`config.mk`:
```
export PLATFORM = sky130hd
export DESIGN_NAME = simmem_wresp_bank
export DESIGN_NICKNAME = d
export VERILOG_FILES = /design/src/rtl/simmem_pkg.sv /design/src/rtl/simmem_wresp_age_matrix.sv /design/src/rtl/simmem_wresp_bank.sv
export SDC_FILE = /design/constraint.sdc
export NUM_CORES = 2
export LEC_CHECK = 0
export CAP_MARGIN = 10
export CELL_PAD_IN_SITES_DETAIL_PLACEMENT = 1
export CELL_PAD_IN_SITES_GLOBAL_PLACEMENT = 1
export CORE_MARGIN = 5
export CORE_UTILIZATION = 50
export CTS_CLUSTER_DIAMETER = 50
export DETAILED_ROUTE_END_ITERATION = 12
export PLACE_DENSITY_LB_ADDON = 0.1
export REMOVE_ABC_BUFFERS = 1
export SLEW_MARGIN = 20
export SYNTH_ARGS = -nofsm -noshare
export SYNTH_HDL_FRONTEND = slang
export SYNTH_SLANG_ARGS = --single-unit
```
`constraint.sdc`:
```
create_clock -name clk_i -period 5.7 [get_ports clk_i]
set_clock_uncertainty 0.2 [all_clocks]
set_input_delay 0.855 -clock clk_i [delete_from_list [all_inputs] [get_ports clk_i]]
set_output_delay 0.855 -clock clk_i [all_outputs]
set_load 0.02 [all_outputs]
```
`src/rtl/simmem_pkg.sv`:
```
// Shared types and sizing for the simulated memory controller.
// Write responses carry the AXI ID plus an opaque content field (BRESP/BUSER).
package simmem_pkg;

  localparam int unsigned IdWidth                = 4;
  localparam int unsigned WriteRespContentWidth  = 8;
  localparam int unsigned WriteRespBankCapacity  = 16;
  localparam int unsigned WriteRespBankAddrWidth = $clog2(WriteRespBankCapacity);

  typedef struct packed {
    logic [IdWidth-1:0]               id;
    logic [WriteRespContentWidth-1:0] content;
  } wresp_t;

endpackage

```
`src/rtl/simmem_wresp_age_matrix.sv`:
```
// Relative-age tracker for the write response bank slots: set-youngest on allocation,
// pairwise older-than query, and oldest-of-mask one-hot selection for two masks.
module simmem_wresp_age_matrix #(
  parameter int unsigned Capacity = 16
) (
  input  logic                               clk_i,
  input  logic                               rst_ni,
  input  logic                               set_en_i,
  input  logic [Capacity-1:0]                set_onehot_i,
  input  logic [Capacity-1:0]                mask_a_i,
  output logic [Capacity-1:0]                oldest_a_o,
  input  logic [Capacity-1:0]                mask_b_i,
  output logic [Capacity-1:0]                oldest_b_o,
  output logic [Capacity-1:0][Capacity-1:0]  older_o
);

  // older_q[i][j] = 1 means slot i was allocated before slot j.
  logic [Capacity-1:0][Capacity-1:0] older_q, older_d;

  function automatic logic [Capacity-1:0] oldest_of(
    input logic [Capacity-1:0]               mask,
    input logic [Capacity-1:0][Capacity-1:0] older
  );
    logic [Capacity-1:0] res;
    for (int i = 0; i < Capacity; i++) begin
      res[i] = mask[i];
      for (int j = 0; j < Capacity; j++) begin
        if ((j != i) && mask[j] && older[j][i]) begin
          res[i] = 1'b0;
        end
      end
    end
    return res;
  endfunction

  // Newly allocated slot becomes younger than every other slot.
  always_comb begin
    older_d = older_q;
    for (int i = 0; i < Capacity; i++) begin
      for (int j = 0; j < Capacity; j++) begin
        if (set_en_i && set_onehot_i[i]) begin
          older_d[i][j] = 1'b0;
        end else if (set_en_i && set_onehot_i[j]) begin
          older_d[i][j] = 1'b1;
        end else begin
          older_d[i][j] = older_q[i][j];
        end
      end
    end
  end

  // Age matrix register.
  always_ff @(posedge clk_i or negedge rst_ni) begin
    if (!rst_ni) begin
      older_q <= '0;
    end else begin
      older_q <= older_d;
    end
  end

  assign oldest_a_o = oldest_of(mask_a_i, older_q);
  assign oldest_b_o = oldest_of(mask_b_i, older_q);
  assign older_o    = older_q;

endmodule

```
`src/rtl/simmem_wresp_bank.sv`:
```
// Write response bank: reserves slots per write address, stores responses, releases them in
// AXI per-ID order once enabled. Optional SIMMEM_WRESP_BANK_STATS_EN adds occupancy statistics.
module simmem_wresp_bank
  import simmem_pkg::*;
#(
  parameter  int unsigned Capacity  = simmem_pkg::WriteRespBankCapacity,
  parameter  int unsigned IdWidth   = simmem_pkg::IdWidth,
  localparam int unsigned AddrWidth = $clog2(Capacity)
) (
  input  logic                 clk_i,
  input  logic                 rst_ni,
  input  logic [IdWidth-1:0]   waddr_id_i,
  input  logic                 waddr_valid_i,
  output logic                 waddr_ready_o,
  output logic [AddrWidth-1:0] waddr_iid_o,
  input  wresp_t               wresp_in_i,
  input  logic                 wresp_in_valid_i,
  output logic                 wresp_in_ready_o,
  input  logic [Capacity-1:0]  release_en_onehot_i,
  output logic [Capacity-1:0]  released_addr_onehot_o,
  output wresp_t               wresp_out_o,
  output logic                 wresp_out_valid_o,
  input  logic                 wresp_out_ready_i
`ifdef SIMMEM_WRESP_BANK_STATS_EN
  ,
  output logic [AddrWidth:0]   occupancy_o,
  output logic [AddrWidth:0]   max_occupancy_o
`endif
);

  typedef enum logic [1:0] {
    SlotFree     = 2'd0,
    SlotReserved = 2'd1,
    SlotLoaded   = 2'd2
  } slot_state_e;

  slot_state_e                                   state_q [Capacity];
  slot_state_e                                   state_d [Capacity];
  logic [Capacity-1:0][IdWidth-1:0]               id_q, id_d;
  logic [Capacity-1:0][WriteRespContentWidth-1:0] content_q, content_d;
  logic [Capacity-1:0]                           rel_en_q, rel_en_d;
  logic                                          lock_q, lock_d;
  logic [Capacity-1:0]                           lock_oh_q, lock_oh_d;

  logic [Capacity-1:0]                           free_s, reserved_s, loaded_s, nonfree_s;
  logic [Capacity-1:0]                           match_s, blocked_s, eligible_s;
  logic [Capacity-1:0]                           alloc_oh_s, load_oh_s, oldest_elig_s, sel_oh_s;
  logic [Capacity-1:0][Capacity-1:0]             older_s;
  logic [AddrWidth-1:0]                          sel_idx_s;
  logic                                          waddr_hs_s, load_hs_s, out_hs_s;

  function automatic logic [AddrWidth-1:0] lowest_index(input logic [Capacity-1:0] vec);
    logic [AddrWidth-1:0] idx;
    idx = '0;
    for (int i = int'(Capacity) - 1; i >= 0; i--) begin
      if (vec[i]) begin
        idx = AddrWidth'(i);
      end
    end
    return idx;
  endfunction

  // Slot classification and per-ID ordering, all from registered state.
  always_comb begin
    free_s     = '0;
    reserved_s = '0;
    loaded_s   = '0;
    match_s    = '0;
    blocked_s  = '0;
    for (int i = 0; i < Capacity; i++) begin
      free_s[i]     = (state_q[i] == SlotFree);
      reserved_s[i] = (state_q[i] == SlotReserved);
      loaded_s[i]   = (state_q[i] == SlotLoaded);
      match_s[i]    = reserved_s[i] && (id_q[i] == wresp_in_i.id);
    end
    nonfree_s = ~free_s;
    for (int i = 0; i < Capacity; i++) begin
      for (int j = 0; j < Capacity; j++) begin
        if ((j != i) && nonfree_s[j] && (id_q[j] == id_q[i]) && older_s[j][i]) begin
          blocked_s[i] = 1'b1;
        end
      end
    end
    eligible_s = loaded_s & rel_en_q & ~blocked_s;
  end

  assign alloc_oh_s       = free_s & (~free_s + Capacity'(1));
  assign waddr_ready_o    = |free_s;
  assign waddr_iid_o      = lowest_index(free_s);
  assign waddr_hs_s       = waddr_valid_i && waddr_ready_o;

  assign wresp_in_ready_o = |match_s;
  assign load_hs_s        = wresp_in_valid_i && wresp_in_ready_o;

  simmem_wresp_age_matrix #(
    .Capacity (Capacity)
  ) u_age_matrix (
    .clk_i        (clk_i),
    .rst_ni       (rst_ni),
    .set_en_i     (waddr_hs_s),
    .set_onehot_i (alloc_oh_s),
    .mask_a_i     (match_s),
    .oldest_a_o   (load_oh_s),
    .mask_b_i     (eligible_s),
    .oldest_b_o   (oldest_elig_s),
    .older_o      (older_s)
  );

  // A presented-but-stalled response keeps its slot until the requester takes it.
  assign sel_oh_s               = lock_q ? lock_oh_q : oldest_elig_s;
  assign sel_idx_s              = lowest_index(sel_oh_s);
  assign wresp_out_valid_o      = lock_q || (|eligible_s);
  assign wresp_out_o.id         = id_q[sel_idx_s];
  assign wresp_out_o.content    = content_q[sel_idx_s];
  assign out_hs_s               = wresp_out_valid_o && wresp_out_ready_i;
  assign released_addr_onehot_o = out_hs_s ? sel_oh_s : '0;

  // Slot next-state: release, load and reserve touch disjoint slots by construction.
  always_comb begin
    id_d      = id_q;
    content_d = content_q;
    rel_en_d  = rel_en_q;
    for (int i = 0; i < Capacity; i++) begin
      state_d[i]  = state_q[i];
      rel_en_d[i] = rel_en_q[i] | (release_en_onehot_i[i] & nonfree_s[i]);
      if (released_addr_onehot_o[i]) begin
        state_d[i]  = SlotFree;
        rel_en_d[i] = 1'b0;
      end else if (load_hs_s && load_oh_s[i]) begin
        state_d[i]   = SlotLoaded;
        content_d[i] = wresp_in_i.content;
      end else if (waddr_hs_s && alloc_oh_s[i]) begin
        state_d[i] = SlotReserved;
        id_d[i]    = waddr_id_i;
      end else begin
        state_d[i] = state_q[i];
      end
    end
  end

  // Output lock next-state.
  always_comb begin
    if (wresp_out_valid_o && !wresp_out_ready_i) begin
      lock_d    = 1'b1;
      lock_oh_d = sel_oh_s;
    end else begin
      lock_d    = 1'b0;
      lock_oh_d = '0;
    end
  end

  // Slot and lock registers.
  always_ff @(posedge clk_i or negedge rst_ni) begin
    if (!rst_ni) begin
      for (int i = 0; i < Capacity; i++) begin
        state_q[i] <= SlotFree;
      end
      id_q      <= '0;
      content_q <= '0;
      rel_en_q  <= '0;
      lock_q    <= 1'b0;
      lock_oh_q <= '0;
    end else begin
      for (int i = 0; i < Capacity; i++) begin
        state_q[i] <= state_d[i];
      end
      id_q      <= id_d;
      content_q <= content_d;
      rel_en_q  <= rel_en_d;
      lock_q    <= lock_d;
      lock_oh_q <= lock_oh_d;
    end
  end

`ifdef SIMMEM_WRESP_BANK_STATS_EN
  logic [AddrWidth:0] occupancy_q, occupancy_d;
  logic [AddrWidth:0] max_occupancy_q, max_occupancy_d;

  function automatic logic [AddrWidth:0] popcount(input logic [Capacity-1:0] vec);
    logic [AddrWidth:0] cnt;
    cnt = '0;
    for (int i = 0; i < Capacity; i++) begin
      cnt = cnt + (AddrWidth + 1)'(vec[i]);
    end
    return cnt;
  endfunction

  // Occupancy tracks the slot state being committed this cycle.
  always_comb begin
    logic [Capacity-1:0] nonfree_next;
    nonfree_next = '0;
    for (int i = 0; i < Capacity; i++) begin
      nonfree_next[i] = (state_d[i] != SlotFree);
    end
    occupancy_d = popcount(nonfree_next);
    if (occupancy_d > max_occupancy_q) begin
      max_occupancy_d = occupancy_d;
    end else begin
      max_occupancy_d = max_occupancy_q;
    end
  end

  // Statistics registers.
  always_ff @(posedge clk_i or negedge rst_ni) begin
    if (!rst_ni) begin
      occupancy_q     <= '0;
      max_occupancy_q <= '0;
    end else begin
      occupancy_q     <= occupancy_d;
      max_occupancy_q <= max_occupancy_d;
    end
  end

  assign occupancy_o     = occupancy_q;
  assign max_occupancy_o = max_occupancy_q;
`endif

endmodule

```
==> results of run 1 <==
## layer usage
metal  GRT usage  overflow
met2       0.996       710
met4       0.928       544
met1       0.909        99
met3       0.848       143
met5       0.670        16
## what timing repair did
item                                    4_1_cts
pin swaps                                   104
gates resized for setup                     490
setup buffers                               141
cloned                                        8
endpoints found under the setup margin       43
## Yosys cell counts (all sizes together) (3+ instances only)
cell and number:
nand4b 10, a211oi 3, a21oi 47, nand3 158, or2 40, a221oi 46, a32oi 3, o221ai 5
clkbuf 128, nand2 313, nor4 62, a22o 45, nand2b 3, dfrtp 497, or3 5, a22oi 37
and2 28, o211ai 40, buf 211, nand4 180, and3 58, o22ai 117, mux4 10, o21ai 80
a21o 4, mux2i 4, a222oi 13, inv 89, xnor2 490, o32ai 6, xor2 30, nor2 590
nor3 27, o211a 3, o2111ai 18, mux2 218, a2111oi 19, and4 18
## logic make-up after synthesis
family,after synthesis,synth area share
AO/OA/AOI/OAI,500,0.108
flip-flops,497,0.370
multiplexers,232,0.0810
buffers and inverters,429,0.0863
XOR/XNOR,520,0.135
AND/OR/NAND/NOR,1500,0.220
## through the flow
stage | hold slack [ps] | setup WS, ps | util
2_1_floorplan | 263 | -1080 | -
3_3_place_gp | 280 | -1530 | 0.626
3_5_place_dp | 292 | -1600 | 0.626
4_1_cts | 35.9 | -1170 | 0.712
==> results.json, run 1 <==
{
  "clock-sinks": 497,
  "synthArstFlopShare": 1.00,
  "portBuffers": 71,
  "place.gp.congestion": 1.22,
  "ys_ff_latch": 497,
  "grt_overflow": 1512,
  "synth-main-ff-cell": "dfrtp_1",
  "synth_warnings": 0,
  "cts_root_buffer": "clkbuf_16",
  "placed_cell_area_um2": 41900,
  "grt_max_degree": 144,
  "die_x_um": 269,
  "ios": 72,
  "synth_seq_area_share": 0.370,
  "synth_area_per_cell_um2": 9.15,
  "grt_pass1_wl_um": 492000,
  "synth_edf_count": 0,
  "grtUsageTotal": 0.917,
  "clockBufferDepth": 3,
  "hold_buffers": 0,
  "yosysTopAreaCellShare": 0.370,
  "rows": 95,
  "status": "did not finish",
  "syn_inst": 3678,
  "yosysTopAreaCell": "dfrtp_1",
  "htree_num_levels": 3,
  "failed_stage": "global routing",
  "synth_area_leaders": "dfrtp_1 37%, xnor2_1 13%, mux2_2 7.2%",
  "post-place-cells": 5287,
  "cts_buffers": 75,
  "grt_pass1_vias": 56300,
  "error": "[ERROR GRT-0116] Global routing finished with congestion. Check the congestion regions in the DRC Viewer.",
  "die_h_um": 269,
  "synth_cell_type_count": 88,
  "synth_area_um2": 33600,
  "start_util": 0.503,
  "dp_hpwl_um": 166000
}
==> run 2: changes to the inputs <==
CELL_PAD_IN_SITES_DETAIL_PLACEMENT = default   (was 1)
CELL_PAD_IN_SITES_GLOBAL_PLACEMENT = default   (was 1)
CORE_UTILIZATION = 40   (was 50)
CTS_CLUSTER_DIAMETER = default   (was 50)
PLACE_DENSITY_LB_ADDON = 0.15   (was 0.1)
==> run 2 against run 1 <==
Against the previous run:
- the flow now finishes, with violations (setup timing)
- synthesized cell count did not move
- area after synthesis did not move
==> results.json, run 2 <==
{
  "cp-end-kind": "primary output",
  "fmax_ghz": 0.143,
  "crit_type": "register to primary output",
  "synth-main-ff-cell": "dfrtp_1",
  "synth_commonest_cells": "588 x nor2_1, 497 x dfrtp_1, 490 x xnor2_1, 313 x nand2_1, 215 x mux2_2",
  "nNetsFinal": 4674,
  "p_total_mw": 40.9,
  "fin_ws_ps": -1280,
  "post-place-cells": 5513,
  "layout-drive-gt1-share": 0.392,
  "synth_warnings": 0,
  "synthArstFlopShare": 1.00,
  "grt_pass1_wl_um": 283000,
  "yosysTopAreaCellShare": 0.370,
  "tightest_slew_ps": 1140,
  "fin_crit_ps": 6980,
  "die_x_um": 300,
  "placed_cell_area_um2": 42700,
  "rows": 106,
  "cts_tree": "yes",
  "fin_crit_sh": 1.22,
  "ant_nets": 0,
  "status": "complete, but fails checks",
  "wl_per_cell_um": 36.5,
  "place.gp.congestion": 1.04,
  "r2r-start": "id_q[45]",
  "synth_area_per_cell_um2": 9.15,
  "hold_buffers": 0,
  "yosysMostFrequentCell": "nor2_1",
  "antenna_found_initial": 11,
  "final_cells": 5777,
  "htree_num_levels": 2,
  "layout_commonest_cell": "buf_4",
  "setup-violations-final": 18,
  "final_area_um2": 48000,
  "start_util": 0.403,
  "maxCapViolations": 0,
  "cts_buffers": 59,
  "first_pass_iters": 9,
  "hold_viol": 0,
  "largest_reg_flops": 240,
  "vias": 36300,
  "cp-start-kind": "register",
  "grt_pass1_vias": 34600,
  "dp_hpwl_um": 156000,
  "hold_path.class": "primary input to async pin",
  "fin_util": 0.574,
  "preCtsSetupSlack_ps": -1990,
  "synth_area_um2": 33600,
  "required_ps": 4640,
  "drt-initial-drc-count": 4832,
  "vias_per_cell": 6.27,
  "ir_worst_vdd_v": 0.000874,
  "grt_overflow": 0,
  "violations": "setup timing",
  "critPathMaxFanout": 10,
  "grt_max_degree": 99,
  "relSlewSlack": 0.239,
  "ys_ff_latch": 497,
  "synth_seq_area_share": 0.370,
  "yosysTopAreaCell": "dfrtp_1",
  "area_growth_pct": 42.7,
  "worstPathArrival_ps": 5930,
  "drc": 0,
  "die-area_um2": 90000,
  "final_cell_mix": "956 x buf_4, 571 x nor2_1, 489 x dfrtp_1, 450 x xnor2_1, 311 x nand2_1",
  "power.leakage_nw": 20.5,
  "synth_edf_count": 0,
  "pwr_density_cell_nw_per_um2": 852,
  "synth_area_leaders": "dfrtp_1 37%, xnor2_1 13%, mux2_2 7.2%",
  "rsz0062_at_grt": "true",
  "tns_ps": -13950,
  "core_region_area_um2": 83600,
  "clk_latency_ps": 700,
  "ios": 72,
  "cts_root_buffer": "clkbuf_16",
  "portBuffers": 71,
  "syn_inst": 3678,
  "fin_worst_hold_slack_ps": 75.5,
  "wl_um": 211000,
  "drv_slew": 0,
  "path_clk_slew_ps": 60,
  "synth_cell_type_count": 88,
  "clock-sinks": 497,
  "clockBufferDepth": 3,
  "grtUsageTotal": 0.450,
  "startpoint": "id_q[39]",
  "die_h_um": 300
}
-- run 2: cell counts after synthesis --
No cell type changed its count.
-- run 2: timing repair --
item	CTS	global route
gates resized for setup	297	204
endpoints found under the setup margin	29	29
hold endpoints to repair	0	0
cloned	1	6
setup buffers	104	43
pin swaps	108	80
-- run 2: worst max-delay path, cell delays in order, from the launching register on --
cell and delay, ps:
dfrtp_1 410, buf_12 170, buf_12 140, xnor2_1 150, nand4_1 170, buf_4 200, buf_4 150, o22ai_4 140
nor4_4 70, buf_12 150, buf_12 150, and3_1 180, a2111oi_0 640, and4_4 430, a2111oi_2 90, buf_4 180
a21boi_4 140, or2_2 340, buf_12 170, buf_4 160, o211ai_1 210, nand4_1 210, nor3_4 280, buf_4 150
buf_6 110
-- run 2: final cells by class --
cell class | count | area (µm²)
fill | 7538 | 35600
multi-input combinational | 2753 | 20100
sequential | 497 | 12400
timing repair buffer | 1236 | 11700
clock buffer | 86 | 1700
tap | 1080 | 1350
inverter | 90 | 340
clock inverter | 24 | 319
antenna | 11 | 27.5
-- run 2: path summary, 6_finish.rpt --
| check | end | slack [ps] | depth (start not counted) |
|---|---|---|---|
| min in group clk_i | content_q[102] | 300 | 1 |
| max | wresp_out_o[10] | -1280 | 24 |
| min reg2reg | content_q[102] | 300 | 1 |
| max in group asynchronous | u_age_matrix.older_o[231] | 3950 | 2 |
| max reg2reg | id_q[34] | 530 | 25 |
| min | state_q[16] | 80 | 1 |
-- run 2: where the power goes --
part / switching, mW / internal [mW]
Sequential: 1.19 / 4.75
Combinational: 17.0 / 13.9
Clock: 1.71 / 2.26
-- run 2: cells by family (layout without fill, tap and decap cells) --
group | after synthesis | in the layout | synth area share
xor+xnor | 520 | 520 | 0.135
mux | 232 | 232 | 0.0810
flops | 497 | 497 | 0.370
buf+inv | 429 | 1436 | 0.0863
simple gates | 1500 | 1501 | 0.220
other cells | 0 | 11 | 0
compound gates | 500 | 500 | 0.108
-- run 2: per-layer routing --
layer / part of all wire / vias to the layer above / GRT usage
met5: 0.00021 / - / 0
met4: 0.097 / 6 / 0.317
met3: 0.12 / 907 / 0.129
met2: 0.41 / 2826 / 0.659
met1: 0.38 / 17700 / 0.572
li1: - / 14800 / -
No activity file was read; power rests on OpenSTA's default activity.
